===== config.mk =====
export PLATFORM = sky130hd
export DESIGN_NAME = uart_mmio
export DESIGN_NICKNAME = d
export VERILOG_FILES = /design/src/rtl/riscv_io_pkg.sv /design/src/rtl/sync_fifo.sv /design/src/rtl/uart_mmio.sv
export SDC_FILE = /design/constraint.sdc
export NUM_CORES = 1
export LEC_CHECK = 0
export BUFFER_PORTS_ARGS = -buffer_cell sky130_fd_sc_hd__buf_2
export CORE_ASPECT_RATIO = 1.5
export CORE_MARGIN = 2
export CORE_UTILIZATION = 40
export DETAILED_ROUTE_END_ITERATION = 8
export GPL_TIMING_DRIVEN = 0
export PLACE_DENSITY = 0.75
export SYNTH_ARGS = -nofsm -noshare
export SYNTH_HDL_FRONTEND = slang
export SYNTH_HIERARCHICAL = 1
export SYNTH_SLANG_ARGS = --single-unit

===== constraint.sdc =====
create_clock -name clk -period 2.41 [get_ports clk]
set_clock_uncertainty 0.15 [all_clocks]
set_input_delay 0.482 -clock clk [delete_from_list [all_inputs] [get_ports clk]]
set_output_delay 0.482 -clock clk [all_outputs]
set_load 0.005 [all_outputs]

===== src/rtl/riscv_io_pkg.sv =====
// Shared I/O-space constants for the Riscv151 memory-mapped peripherals.
// IO_BASE_NIBBLE selects the I/O region through io_addr[31:28]. The offsets
// are decoded from io_addr[7:0].
package riscv_io_pkg;

    localparam logic [3:0] IO_BASE_NIBBLE = 4'h8;

    localparam logic [7:0] IO_UART_CTRL = 8'h00;
    localparam logic [7:0] IO_UART_RX   = 8'h04;
    localparam logic [7:0] IO_UART_TX   = 8'h08;
    localparam logic [7:0] IO_CYCLE_CNT = 8'h10;
    localparam logic [7:0] IO_INST_CNT  = 8'h14;
    localparam logic [7:0] IO_CNT_RST   = 8'h18;

endpackage


===== src/rtl/sync_fifo.sv =====
// Single-clock FIFO with an occupancy count.
// Ports:
//   clk, rst        - clock, asynchronous active-low reset (empties the FIFO)
//   push, push_data - write request and data; ignored while full
//   pop, pop_data   - read request and head entry; pop ignored while empty
//   full, empty     - occupancy flags
// DEPTH must be a power of two (at least 2) so the pointers wrap naturally.
module sync_fifo #(
    parameter int unsigned WIDTH = 8,
    parameter int unsigned DEPTH = 4
) (
    input  logic             clk,
    input  logic             rst,
    input  logic             push,
    input  logic [WIDTH-1:0] push_data,
    input  logic             pop,
    output logic [WIDTH-1:0] pop_data,
    output logic             full,
    output logic             empty
);

    localparam int unsigned PTR_W = $clog2(DEPTH);
    localparam int unsigned CNT_W = PTR_W + 1;

    logic [WIDTH-1:0] mem [DEPTH];
    logic [PTR_W-1:0] wr_ptr_q, rd_ptr_q;
    logic [CNT_W-1:0] count_q;
    logic             do_push, do_pop;

    assign full    = count_q == CNT_W'(DEPTH);
    assign empty   = count_q == '0;
    assign do_push = push && !full;
    assign do_pop  = pop && !empty;
    assign pop_data = mem[rd_ptr_q];

    always_ff @(posedge clk or negedge rst) begin
        if (!rst) begin
            wr_ptr_q <= '0;
            rd_ptr_q <= '0;
            count_q  <= '0;
        end else begin
            if (do_push) wr_ptr_q <= wr_ptr_q + PTR_W'(1);
            if (do_pop)  rd_ptr_q <= rd_ptr_q + PTR_W'(1);
            // Simultaneous push and pop leaves the count unchanged.
            if (do_push && !do_pop)      count_q <= count_q + CNT_W'(1);
            else if (do_pop && !do_push) count_q <= count_q - CNT_W'(1);
        end
    end

    // Storage needs no reset: the count alone defines which entries are live.
    always_ff @(posedge clk) begin
        if (do_push) mem[wr_ptr_q] <= push_data;
    end

endmodule


===== src/rtl/uart_mmio.sv =====
// Memory-mapped UART and benchmark-counter block for the Riscv151 I/O space.
// Ports:
//   clk, rst                    - clock, asynchronous active-low reset
//   io_addr/io_re/io_we/io_wdata - CPU load/store access, selected by addr[31:28]
//   io_rdata                    - registered load data (1-cycle latency)
//   inst_retire                 - one instruction retired this cycle
//   uart_tx_data/valid/ready    - one-byte holding register toward the UART TX
//   uart_rx_data/valid/ready    - received bytes into the RX FIFO
module uart_mmio
    import riscv_io_pkg::*;
#(
    parameter int unsigned RX_DEPTH = 4
) (
    input  logic        clk,
    input  logic        rst,
    input  logic [31:0] io_addr,
    input  logic        io_re,
    input  logic        io_we,
    input  logic [31:0] io_wdata,
    output logic [31:0] io_rdata,
    input  logic        inst_retire,
    output logic [7:0]  uart_tx_data,
    output logic        uart_tx_valid,
    input  logic        uart_tx_ready,
    input  logic [7:0]  uart_rx_data,
    input  logic        uart_rx_valid,
    output logic        uart_rx_ready
);

    logic       sel, rd, wr;
    logic [7:0] off;
    logic       tx_full_q;
    logic [7:0] tx_data_q;
    logic       tx_load, tx_fire;
    logic       fifo_push, fifo_pop, fifo_full, fifo_empty;
    logic [7:0] fifo_head;
    logic [31:0] cycle_q, inst_q;
    logic       cnt_clr;
    logic [31:0] rdata_d;
    logic       unused_bits;

    assign sel = io_addr[31:28] == IO_BASE_NIBBLE;
    assign rd  = sel && io_re;
    assign wr  = sel && io_we;
    assign off = io_addr[7:0];

    assign unused_bits = ^{io_addr[27:8], io_wdata[31:8]};

    // TX holding register. A store arriving while full (including the
    // handshake cycle) is dropped, so load and fire never coincide.
    assign tx_load       = wr && (off == IO_UART_TX) && !tx_full_q;
    assign tx_fire       = tx_full_q && uart_tx_ready;
    assign uart_tx_valid = tx_full_q;
    assign uart_tx_data  = tx_data_q;

    always_ff @(posedge clk or negedge rst) begin
        if (!rst) begin
            tx_full_q <= 1'b0;
            tx_data_q <= 8'h00;
        end else if (tx_load) begin
            tx_full_q <= 1'b1;
            tx_data_q <= io_wdata[7:0];
        end else if (tx_fire) begin
            tx_full_q <= 1'b0;
        end
    end

    // RX FIFO
    assign uart_rx_ready = !fifo_full;
    assign fifo_push     = uart_rx_valid && !fifo_full;
    assign fifo_pop      = rd && (off == IO_UART_RX) && !fifo_empty;

    sync_fifo #(
        .WIDTH (8),
        .DEPTH (RX_DEPTH)
    ) u_rx_fifo (
        .clk       (clk),
        .rst       (rst),
        .push      (fifo_push),
        .push_data (uart_rx_data),
        .pop       (fifo_pop),
        .pop_data  (fifo_head),
        .full      (fifo_full),
        .empty     (fifo_empty)
    );

    // Benchmark counters; a clear store beats a same-cycle increment.
    assign cnt_clr = wr && (off == IO_CNT_RST);

    always_ff @(posedge clk or negedge rst) begin
        if (!rst) begin
            cycle_q <= 32'd0;
            inst_q  <= 32'd0;
        end else if (cnt_clr) begin
            cycle_q <= 32'd0;
            inst_q  <= 32'd0;
        end else begin
            cycle_q <= cycle_q + 32'd1;
            inst_q  <= inst_q + {31'd0, inst_retire};
        end
    end

    // Read mux sees pre-update state of the load cycle.
    always_comb begin
        rdata_d = 32'd0;
        case (off)
            IO_UART_CTRL: rdata_d = {30'd0, !fifo_empty, !tx_full_q};
            IO_UART_RX:   rdata_d = fifo_empty ? 32'd0 : {24'd0, fifo_head};
            IO_CYCLE_CNT: rdata_d = cycle_q;
            IO_INST_CNT:  rdata_d = inst_q;
            default:      rdata_d = 32'd0;
        endcase
    end

    always_ff @(posedge clk or negedge rst) begin
        if (!rst) begin
            io_rdata <= 32'd0;
        end else if (rd) begin
            io_rdata <= rdata_d;
        end
    end

endmodule


# After elaboration in Yosys (flattened, before gate mapping)
# Memories as Yosys holds them, arrays and structs flattened.
# Index checks and enable logic that the tools add are counted.
[classes]
multipliers = 0
magnitude_cmp = 0
add_sub_neg = 6
reduce_logical = 22
div_mod_pow = 0
muxes = 10
bitwise_logic = 0
shifts = 0
eq_ne = 7
[op_table]
columns = ["op", "n"]
rows = [
  ["32-bit one-hot mux with 4 select lines", 1],
  ["32-bit two-way mux", 2],
  ["32-bit by 1-bit adder with 32-bit output", 1],
  ["32-bit by 1-bit adder with 32-bit output, second input constant", 1],
  ["8-bit by 5-bit == test with 1-bit output, second input constant", 3],
  ["1-bit logical AND", 13],
  ["8-bit by 3-bit == test with 1-bit output, second input constant", 1],
  ["8-bit by 4-bit == test with 1-bit output, second input constant", 1],
  ["8-bit zero test", 1],
  ["8-bit two-way mux", 1],
  ["3-bit two-way mux", 2],
  ["1-bit zero test", 5],
  ["2-bit by 1-bit adder with 2-bit output, second input constant", 2],
  ["4-bit == test, second input constant", 1],
  ["1-bit two-way mux", 4],
  ["2-bit nonzero test", 2],
  ["3-bit by 1-bit adder with 3-bit output, second input constant", 1],
  ["3-bit == test, second input constant", 1],
  ["3-bit zero test", 1],
  ["3-bit by 1-bit subtractor with 3-bit output, second input constant", 1],
]
[word_totals]
n_memories = 1
romBits = 0
output_inout_bits = 42
latchBits = 0
ramBits = 32
reg_bits = 112
[memory_table]
columns = ["name", "words", "width", "rd", "rd_ports_with_merged_regs", "wr", "line", "rtl"]
rows = [
  ["u_rx_fifo.mem", 4, 8, 1, 0, 1, "sync_fifo.sv:25", "logic [WIDTH-1:0] mem [DEPTH];"],
]

# Longest topological paths before layout
# Gate-level depths: netlist of run 1.
[depth]
depth_word = 8
mapped_depth = 13
depth_no_buf = 12

# Hierarchy
# The synthesis of run 1 kept the hierarchy.
[modules_own_cells]
columns = ["mod", "instances", "cells_per_inst", "area_each_um2"]
rows = [
  ["uart_mmio", 1, 556, 5392.7],
  ["sync_fifo", 1, 78, 1575.3],
]

# Worst setup path after synthesis of run 1
# Ideal clock, no wire load.
[synth_path]
kind = "input to register"
startpoint = "input port io_addr[0]"
endpoint = "register u_rx_fifo.count_q[1]"
stages = 9
arrival_ns = 2.709
slack_ns = -0.573
path_buffers = 1
setup_ns = 0.125
path_cell_list = "or4_1 -> or3_1 -> buf_2 -> nor3_1 -> nand2_1 -> ha_1 -> inv_1 -> fa_1 -> mux2_2"
[synth_between]
elab_chain_len = 7
[synth_rtl]
columns = ["item", "line", "rtl"]
rows = [
  ["from (decl)", "uart_mmio.sv:16", "input logic [31:0] io_addr,"],
  ["8-bit by 3-bit == test with 1-bit output *", "uart_mmio.sv:71", "assign fifo_pop = rd && (off == IO_UART_RX) && !fifo_empty;"],
  ["1-bit logical AND * (2 in a row)", "uart_mmio.sv:71", ""],
  ["via fifo_pop", "uart_mmio.sv:35", "logic fifo_push, fifo_pop, fifo_full, fifo_empty;"],
  ["1-bit logical AND *", "sync_fifo.sv:33", "assign do_pop = pop && !empty;"],
  ["1-bit zero test", "sync_fifo.sv:45", "if (do_push && !do_pop) count_q <= count_q + CNT_W'(1);"],
  ["1-bit logical AND", "sync_fifo.sv:45", ""],
  ["3-bit two-way mux or 2-bit nonzero test (tied branches)", "--", ""],
  ["to (signal assigned)", "sync_fifo.sv:45", ""],
  ["to (signal assigned)", "sync_fifo.sv:46", "else if (do_pop && !do_push) count_q <= count_q - CNT_W'(1);"],
  ["to (decl)", "sync_fifo.sv:27", "logic [CNT_W-1:0] count_q;"],
]
# Mark *: on every way through the listed nets, which the timed path passes. The rest lies on a longest branch.
# A chain may end at the register's enable or synchronous reset.

# Worst setup path in the final report of run 1
# Ends and elaborated chain as after synthesis.

==> impl_metrics.toml, run 1 <==
[floorplan]
io_pins = 121
dieHeight_um = 165.6
row_count = 59
dieArea_mm2 = 0.01851
core_area_mm2 = 0.01720
die_w_um = 111.8
start_util_pct = 40.51

[power]
irDropWorstVdd_v = 0.0005327
powerDensity_mw_per_mm2 = 769.6
static-leakage-power_uw = 0.003511
power_uw = 6481

[timing]
setup_ws_ps = -75.11
finalCritPeriodShare_pct = 103.1
finalMaxSlewViolations = 0
hold_viol_final = 0
worst_pin_slew_ps = 765.6
setup_viol = 1
post-route-min-period_ps = 2485
timing.fmax_ghz = 0.4024
grt_setup_unrepaired = "true"
slew_headroom_pct = 48.96
hold_ws_ps = 90.09

[synth]
synth-edff-count = 32
yosysWarnings = 6
synth_top_flop_cell = "dfrtp_1"
synth_compound_area_share_pct = 10.02
synth.largest_area_cell = "dfrtp_1"
synth-simple-area-share_pct = 17.08
ys_top_cells_by_area = "dfrtp_1 (40%), edfxtp_1 (14%), mux2i_1 (5.5%), nand2_1 (3.2%), o31ai_1 (3.1%)"
synthArstFlopShare_pct = 77.78
synth_top_family_by_area = "simple AND/OR/NAND/NOR gates"
synth-xor-area-share_pct = 3.645
syn_inst = 634
ys_types = 49
synth.top_cells.by_count = "dfrtp_1 (112), nand2_1 (59), mux2i_1 (38)"
seq_area_frac_synth_pct = 54.01
synth.most_common_cell = "dfrtp_1"
synth_top_area_share_pct = 40.22
synth_fa_ha_area_share_pct = 1.724
synthMuxAreaShare_pct = 9.714
synthesis.nets = 722
ys_ff_latch = 144
postSynthAreaPerCell_um2 = 10.99
synth_area_mm2 = 0.006968

[critical_path]
worstSetupEndpointType = "flip-flop"
worstPathMaxFanout = 2
cp-start-kind = "input pin"
r2r_cells = 12
r2r_slack_ps = 90
required_ps = 2570
r2r_end = "u_rx_fifo/count_q[2]$_DFFE_PN0P_"
cp.arrival_ps = 2640
critPathKind = "input pin to flip-flop"
rr_startpoint = "u_rx_fifo/count_q[0]$_DFFE_PN0P_"

[routing]
wire_per_inst_um = 17.13
vias_per_cell = 5.538
ant_nets = 0
wirelength_um = 16480
via_count = 5328
drtIter0Drc = 273
drc = 0
dr.pass1.iters = 4

[status]
violations = "setup timing"
status = "finished with violations"

[clock_network]
clk_path_buf_depth = 2
htreeDepth = 4
clock-sinks = 144
clock_latency_ps = 420
cts_root_buffer = "clkbuf_16"
clk_pin_slew_worst_paths_ps = 60
cts_buffers = 17
cts_tree = "yes"

[grt]
grtUsageTotal_pct = 18.39
grt_pass1_wl_um = 27330
grt_pass1_vias = 5423
overflow = 0
grt_max_degree = 85
antenna_found_initial = 0

[hold_path]
min_to = "uart_tx_valid$_DFFE_PN0P_"
hold_path_class = "input pin to flip-flop"
holdPathStages = 2
holdCritStartpoint = "uart_tx_ready"

[placement]
dpl_worst_slack_ps = -1083
place_inst = 923
dp_hpwl_um = 12030
place.gp.congestion = 0.8941
port_buffers = 75

[layout]
drive_gt1_share_pct = 24.30
antenna-diode-count = 0
num-nets-final = 824
syn_to_final_growth_pct = 20.87
stdcell_count = 962

[job]
cap_violations = 0
-- registers in the layout, summed over array words and instances (netlist names) --
name,flops
uart_tx_data,8
u_rx_fifo/wr_ptr_q,2
cycle_q,32
u_rx_fifo/count_q,3
u_rx_fifo/rd_ptr_q,2
inst_q,32
uart_tx_valid,1
u_rx_fifo/mem,32
io_rdata,32
-- cells in the final DEF, fill, tap and decap left out, types with 20 or more instances in the layout --
master    Yosys  final
a21oi_1      34     34
buf_2         8     79
dfrtp_1     112    106
edfxtp_1     32     32
mux2i_1      38     38
nand2_1      59     56
nand3_1      22     20
nor2_1       36     36
o21ai_1      20     20
o31ai_1      29     27
or4_1        26     25
-- critical path: stages --
cell	delay, ps
buf_6	90
or4_4	530
or3_4	360
nor3_4	140
nand2_2	110
ha_4	180
inv_2	50
fa_2	420
mux2_4	270
-- report_power, final --
group / switching [µW] / internal, µW
clock: 1030 / 1480
combinational: 514 / 449
sequential: 231 / 2780
total: 1780 / 4710
-- cell families (layout without fill, tap and decap cells) --
kind of cell               count (synthesis)  after routing
DFF                                      144            144
xor gates and xnor gates                  29             29
adders and majority gates                  9              9
buffers and inverters                     60            175
AOI/OAI and AO/OA                        118            118
muxes                                     56             56
and+or+nand+nor                          218            218
-- through the flow --
step                      cell area, µm²  util, %  TNS (ps)
final                               8422    48.96    -75.11
after global routing                8422    48.96    -135.2
after CTS                           8329    48.43    -113.4
after detailed placement            7664    44.56    -22330
after global placement              7630    44.36    -98340
after floorplan                     6988        -    -678.4
-- repair_timing --
item,4_1_cts,5_1_grt
buffers inserted,5,5
hold buffers,1,0
hold endpoints to repair,28,0
pin swaps,2,7
setup endpoints to repair,14,32
gates resized for setup,18,25
-- metal layers --
| layer | routed length (µm) | GRT usage [%] |
|---|---|---|
| met1 | 6330 | 20.78 |
| met2 | 8922 | 32.57 |
| met3 | 682 | 4.208 |
| met4 | 543 | 8.696 |
| met5 | 0 | 0 |
-- how the worst max path moves through the flow --
stage,start,cells past startpoint,to,slack [ps]
2_1_floorplan,io_addr[0],9,u_rx_fifo/count_q[1]$_DFFE_PN0P_,-420
3_3_place_gp,io_addr[29],10,u_rx_fifo/count_q[1]$_DFFE_PN0P_,-1030
3_5_place_dp,io_addr[29],10,u_rx_fifo/count_q[1]$_DFFE_PN0P_,-1080
4_1_cts,io_addr[0],10,u_rx_fifo/count_q[1]$_DFFE_PN0P_,-110
5_1_grt,io_addr[0],9,u_rx_fifo/count_q[1]$_DFFE_PN0P_,-120
6_report,io_addr[0],9,u_rx_fifo/count_q[1]$_DFFE_PN0P_,-80
-- cell type report --
cell class / instances / area [µm²]
Clock inverter: 12 / 108.9
Clock buffer: 20 / 457.9
Inverter: 21 / 81.33
Buffer: 35 / 180.2
Tap cell: 213 / 266.5
Fill cell: 1562 / 8778
Timing Repair Buffer: 87 / 506.7
Sequential cell: 144 / 3771
Multi-Input combinational cell: 430 / 3049
No activity file was read; power rests on OpenSTA's default activity.
==> run 2, diff against run 1 <==
--- a/config.mk
+++ b/config.mk
@@ -8,10 +8,11 @@
 export BUFFER_PORTS_ARGS = -buffer_cell sky130_fd_sc_hd__buf_2
 export CORE_ASPECT_RATIO = 1.5
 export CORE_MARGIN = 2
-export CORE_UTILIZATION = 40
+export CORE_UTILIZATION = 25
+export CTS_CLUSTER_DIAMETER = 150
 export DETAILED_ROUTE_END_ITERATION = 8
 export GPL_TIMING_DRIVEN = 0
-export PLACE_DENSITY = 0.75
+export PLACE_DENSITY = 0.5
 export SYNTH_ARGS = -nofsm -noshare
 export SYNTH_HDL_FRONTEND = slang
 export SYNTH_HIERARCHICAL = 1
==> run 2 against run 1 <==
The run still ends with setup timing left. Critical path depth did not move. Register-to-register slack lost 20 ps. Sequential share of layout area down 0.99 points. Fmax shrank 1.2%. Final area up 2.3%. First-iteration DRC count rose by 15%. Combinational power down 2.9%. Core utilization decreased by 17 points. Total power increased by 1.9%. Hold slack worse by 15 ps.
==> impl_metrics.toml, run 2 (synthesis results as in run 1) <==
[power]
powerDensity_mw_per_mm2 = 766.6
static-leakage-power_uw = 0.003532
irDropWorstVdd_v = 0.0004562

[grt]
overflow = 0
grt_pass1_wl_um = 30750
grt_max_degree = 80
grt_pass1_vias = 5538
antenna_found_initial = 1
grtUsageTotal_pct = 13.54

[critical_path]
required_ps = 2570
crit_slowest_cell = "or4_4"
worstSetupEndpointType = "flip-flop"
critPathKind = "input pin to flip-flop"
path_cells = "buf_6 > or4_4 > or3_4 > nor3_4 > nand2_2 > ha_4 > inv_2 > fa_1 > mux2_4"
cp-startpoint = "io_addr[0]"
rr_startpoint = "u_rx_fifo/count_q[0]$_DFFE_PN0P_"
crit_buf_inv = 2
slowest_delay_ps = 530
cp.arrival_ps = 2680
cp_top_family = "simple AND/OR/NAND/NOR gates"
cp-start-kind = "input pin"
worstPathMaxFanout = 2

[routing]
wirelength_um = 19060
vias_per_cell = 4.870
drc = 0
dr.pass1.iters = 4
via_count = 5318
wire_per_inst_um = 17.45
ant_nets = 0
drtIter0Drc = 315

[placement]
dp_hpwl_um = 13820
port_buffers = 75
place_inst = 1052
place.gp.congestion = 0.7921

[layout]
layout_common_cells = "dfrtp_1 (105), buf_2 (82), nand2_1 (56)"
num-nets-final = 825
syn_to_final_growth_pct = 23.63
utilization_pct = 31.54
layout_commonest_cell = "dfrtp_1"
drive_gt1_share_pct = 24.93
nFillCells = 2784
stdcell_count = 1092
antenna-diode-count = 0
register_area_mm2 = 0.003772
multi_input_area_mm2 = 0.003042

[clock_network]
clk_path_buf_depth = 2
clk_pin_slew_worst_paths_ps = 60
cts_buffers = 17
clock-sinks = 144
clock_latency_ps = 430
cts_root_buffer = "clkbuf_16"
htreeDepth = 4
cts_tree = "yes"

[timing]
slew_headroom_pct = 45.15
grt_setup_unrepaired = "true"
finalMaxSlewViolations = 0
setup_viol = 1
hold_viol_final = 0
post-route-min-period_ps = 2515
timing.fmax_ghz = 0.3976
setup_ws_ps = -105.0
fin_tns_setup_ps = -105.0
finalCritPeriodShare_pct = 104.4
worst_pin_slew_ps = 822.8

[floorplan]
dieArea_mm2 = 0.02925
row_count = 74
io_pins = 121
core_area_mm2 = 0.02731
start_util_pct = 25.51
dieHeight_um = 208.5
die_w_um = 140.3

[hold_path]
holdCritStartpoint = "uart_tx_ready"
hold_path_class = "input pin to flip-flop"

[job]
cap_violations = 0

[status]
status = "finished with violations"
violations = "setup timing"
[run 2: per-layer routing]
metal,vias to the layer above,routed length [µm],global-route usage (%)
li1,2525,-,-
met1,2639,7525,14.62
met2,115,10210,24.78
met3,37,690,3.245
met4,2,614,6.165
met5,-,13,0
[run 2: area by class of cell]
type                            instances  area share [%]
Buffer                                 33           1.990
Clock inverter                         15           1.845
Sequential cell                       144           43.79
Tap cell                              342           4.967
Timing Repair Buffer                   90           6.216
Clock buffer                           17           4.938
Inverter                               21          0.9441
Multi-Input combinational cell        430           35.31
[run 2: final timing paths]
kind | depth (start not counted) | slack, ps | to
worst max-delay path | 9 | -110 | u_rx_fifo/count_q[1]$_DFFE_PN0P_
min in group asynchronous | 2 | 360 | io_rdata[9]$_DFFE_PN0P_
max in group asynchronous | 3 | 990 | u_rx_fifo/count_q[0]$_DFFE_PN0P_
worst max register to register | 12 | 70 | u_rx_fifo/count_q[2]$_DFFE_PN0P_
worst min register to register | 2 | 320 | io_rdata[17]$_DFFE_PN0P_
worst min-delay path | 2 | 80 | uart_tx_valid$_DFFE_PN0P_
[run 2: power by group]
part           switching [µW]  total, µW  internal (µW)
sequential                244       3020           2770
combinational             496        935            440
clock                    1120       2650           1530
total                    1860       6600           4750
[run 2: stage by stage]
step	hold WS, ps	cell area (µm²)	power [µW]	setup slack (ps)
global placement	314.7	7791	3889	-1041
finish	75.57	8615	6604	-105.0
global route	73.61	8615	6947	-135.0
floorplan	36.41	6988	3585	-418.1
detailed placement	257.8	7825	3906	-1127
CTS	55.43	8527	6660	-78.68
[run 2: what timing repair did]
item                       4_1_cts  5_1_grt
setup buffers                    6        7
hold buffers                     1        0
resized for setup               25       16
hold endpoints to repair        33        0
cloned                           0        0
setup endpoints to repair       29       43
pin swaps                        5        8
==> run 3, diff against run 2 <==
--- a/config.mk
+++ b/config.mk
@@ -10,6 +10,7 @@
 export CORE_MARGIN = 2
 export CORE_UTILIZATION = 25
 export CTS_CLUSTER_DIAMETER = 150
+export CTS_CLUSTER_SIZE = 30
 export DETAILED_ROUTE_END_ITERATION = 8
 export GPL_TIMING_DRIVEN = 0
 export PLACE_DENSITY = 0.5
==> constraint.sdc (replaced) <==
create_clock -name clk -period 2.2 [get_ports clk]
set_clock_uncertainty 0.15 [all_clocks]
set_input_delay 0.44 -clock clk [delete_from_list [all_inputs] [get_ports clk]]
set_output_delay 0.44 -clock clk [all_outputs]
set_load 0.005 [all_outputs]
==> run 3 against run 2 <==
The flow still finishes with violations (setup timing). Total power grew 13%. Critical path depth did not move. Final area grew 3.6%. Clock power up 13%. Critical endpoint unchanged. Largest cell class unchanged.
==> impl_metrics.toml, run 3 (synthesis results as in run 1) <==
[critical_path]
cp-start-kind = "input pin"
required_ps = 2370
critPathKind = "input pin to flip-flop"
cp.arrival_ps = 2630
worstSetupEndpointType = "flip-flop"
worstPathMaxFanout = 2

[routing]
drtIter0Drc = 286
drc = 0
dr.pass1.iters = 6
wirelength_um = 18970
wire_per_inst_um = 17.00
via_count = 5412
ant_nets = 0
vias_per_cell = 4.849

[timing]
finalCritPeriodShare_pct = 112.2
grt_setup_unrepaired = "true"
slew_headroom_pct = 48.09
setup_viol = 2
worst_pin_slew_ps = 778.6
finalMaxSlewViolations = 0
timing.fmax_ghz = 0.4053
setup_ws_ps = -267.5
fin_tns_setup_ps = -443.7
hold_viol_final = 0
post-route-min-period_ps = 2467

[layout]
utilization_pct = 32.66
nFillCells = 2761
multi_input_area_mm2 = 0.003114
drive_gt1_share_pct = 30.88
layout_common_cells = "dfrtp_1 (97), buf_2 (81), nand2_1 (57)"
antenna-diode-count = 0
num-nets-final = 849
register_area_mm2 = 0.003782
layout_commonest_cell = "dfrtp_1"
syn_to_final_growth_pct = 28.03

[power]
powerDensity_mw_per_mm2 = 835.4
switching_share_pct = 27.17
combPwrFrac_pct = 15.8
power_uw = 7453
power_switching_uw = 2025
pwr-share-seq_pct = 44.0
irDropWorstVdd_v = 0.0005827
power_frac_clock_pct = 40.2
p_int_uw = 5428
static-leakage-power_uw = 0.003685

[grt]
grt_max_degree = 71
grtUsageTotal_pct = 13.16
grt_pass1_vias = 5434
grt_pass1_wl_um = 29730
antenna_found_initial = 0
overflow = 0

[clock_network]
cts_root_buffer = "clkbuf_16"
cts_buffers = 17
clk_path_buf_depth = 2
cts_tree = "yes"
htreeDepth = 4
clock_latency_ps = 430
clock-sinks = 144
clk_pin_slew_worst_paths_ps = 60

[status]
status = "finished with violations"
violations = "setup timing"

[floorplan]
die_w_um = 140.3
io_pins = 121
dieArea_mm2 = 0.02925
row_count = 74
start_util_pct = 25.51
core_area_mm2 = 0.02731
dieHeight_um = 208.5

[placement]
port_buffers = 75
dp_hpwl_um = 13470
dpl_worst_slack_ps = -974.2
place.gp.congestion = 0.7907

[job]
cap_violations = 0

[hold_path]
hold_path_class = "input pin to flip-flop"
-- run 3: stage by stage --
step	instance area [µm²]	hold WS, ps	std cells
2_1_floorplan	7002	-5.591	634
3_3_place_gp	7805	310.3	1051
3_5_place_dp	7839	247.6	1052
4_1_cts	8640	17.65	1094
5_1_grt	8921	23.65	1116
6_report	8921	30.07	1116
-- run 3: critical path: stages --
cell	delay [ps]
buf_6	90
or4_4	520
or3_4	380
nor3_4	170
nand2_2	120
ha_4	170
inv_2	40
fa_2	420
mux2_4	270
-- run 3: layout make-up --
cell class                      instances  share of cell area, %
Tap cell                              342                  4.797
Multi-Input combinational cell        430                  34.91
Clock buffer                           19                  4.965
Clock inverter                         13                  1.823
Sequential cell                       144                  42.40
Timing Repair Buffer                  115                  8.008
Inverter                               21                 0.8836
Buffer                                 32                  2.216
-- run 3: what timing repair did --
item / CTS / global route
endpoints found under the hold margin: 42 / 0
gates resized for setup: 37 / 39
pin swaps: 12 / 19
gates cloned: 0 / 1
setup buffers: 16 / 21
hold buffers: 1 / 0
setup endpoints to repair: 61 / 82
-- run 3: per-layer routing --
metal	routed length [µm]	up-vias	GRT usage (%)
met2	10670	109	24.88
li1	-	2582	-
met1	7193	2698	13.93
met4	427	0	5.468
met3	680	23	2.877
met5	0	-	0
-- run 3: worst paths after layout --
path	to	cells after the start	from	slack, ps
worst max-delay path	u_rx_fifo/count_q[1]$_DFFE_PN0P_	9	io_addr[6]	-270
worst min-delay path	uart_tx_valid$_DFFE_PN0P_	2	uart_tx_ready	30
worst max register to register	u_rx_fifo/count_q[2]$_DFFE_PN0P_	13	u_rx_fifo/count_q[0]$_DFFE_PN0P_	-180
worst min register to register	io_rdata[5]$_DFFE_PN0P_	2	io_rdata[5]$_DFFE_PN0P_	320
max in group asynchronous	cycle_q[2]$_DFF_PN0_	3	rst	820
min in group asynchronous	io_rdata[14]$_DFFE_PN0P_	2	rst	350
-- run 3: power by group through the flow --
stage               sequential, µW  combinational, µW  clock [µW]
floorplan                     3250                688           0
global placement              3320                953           0
detailed placement            3330                975           0
CTS                           3290               1060        3060
global route                  3310               1320        3160
finish                        3280               1180        2990
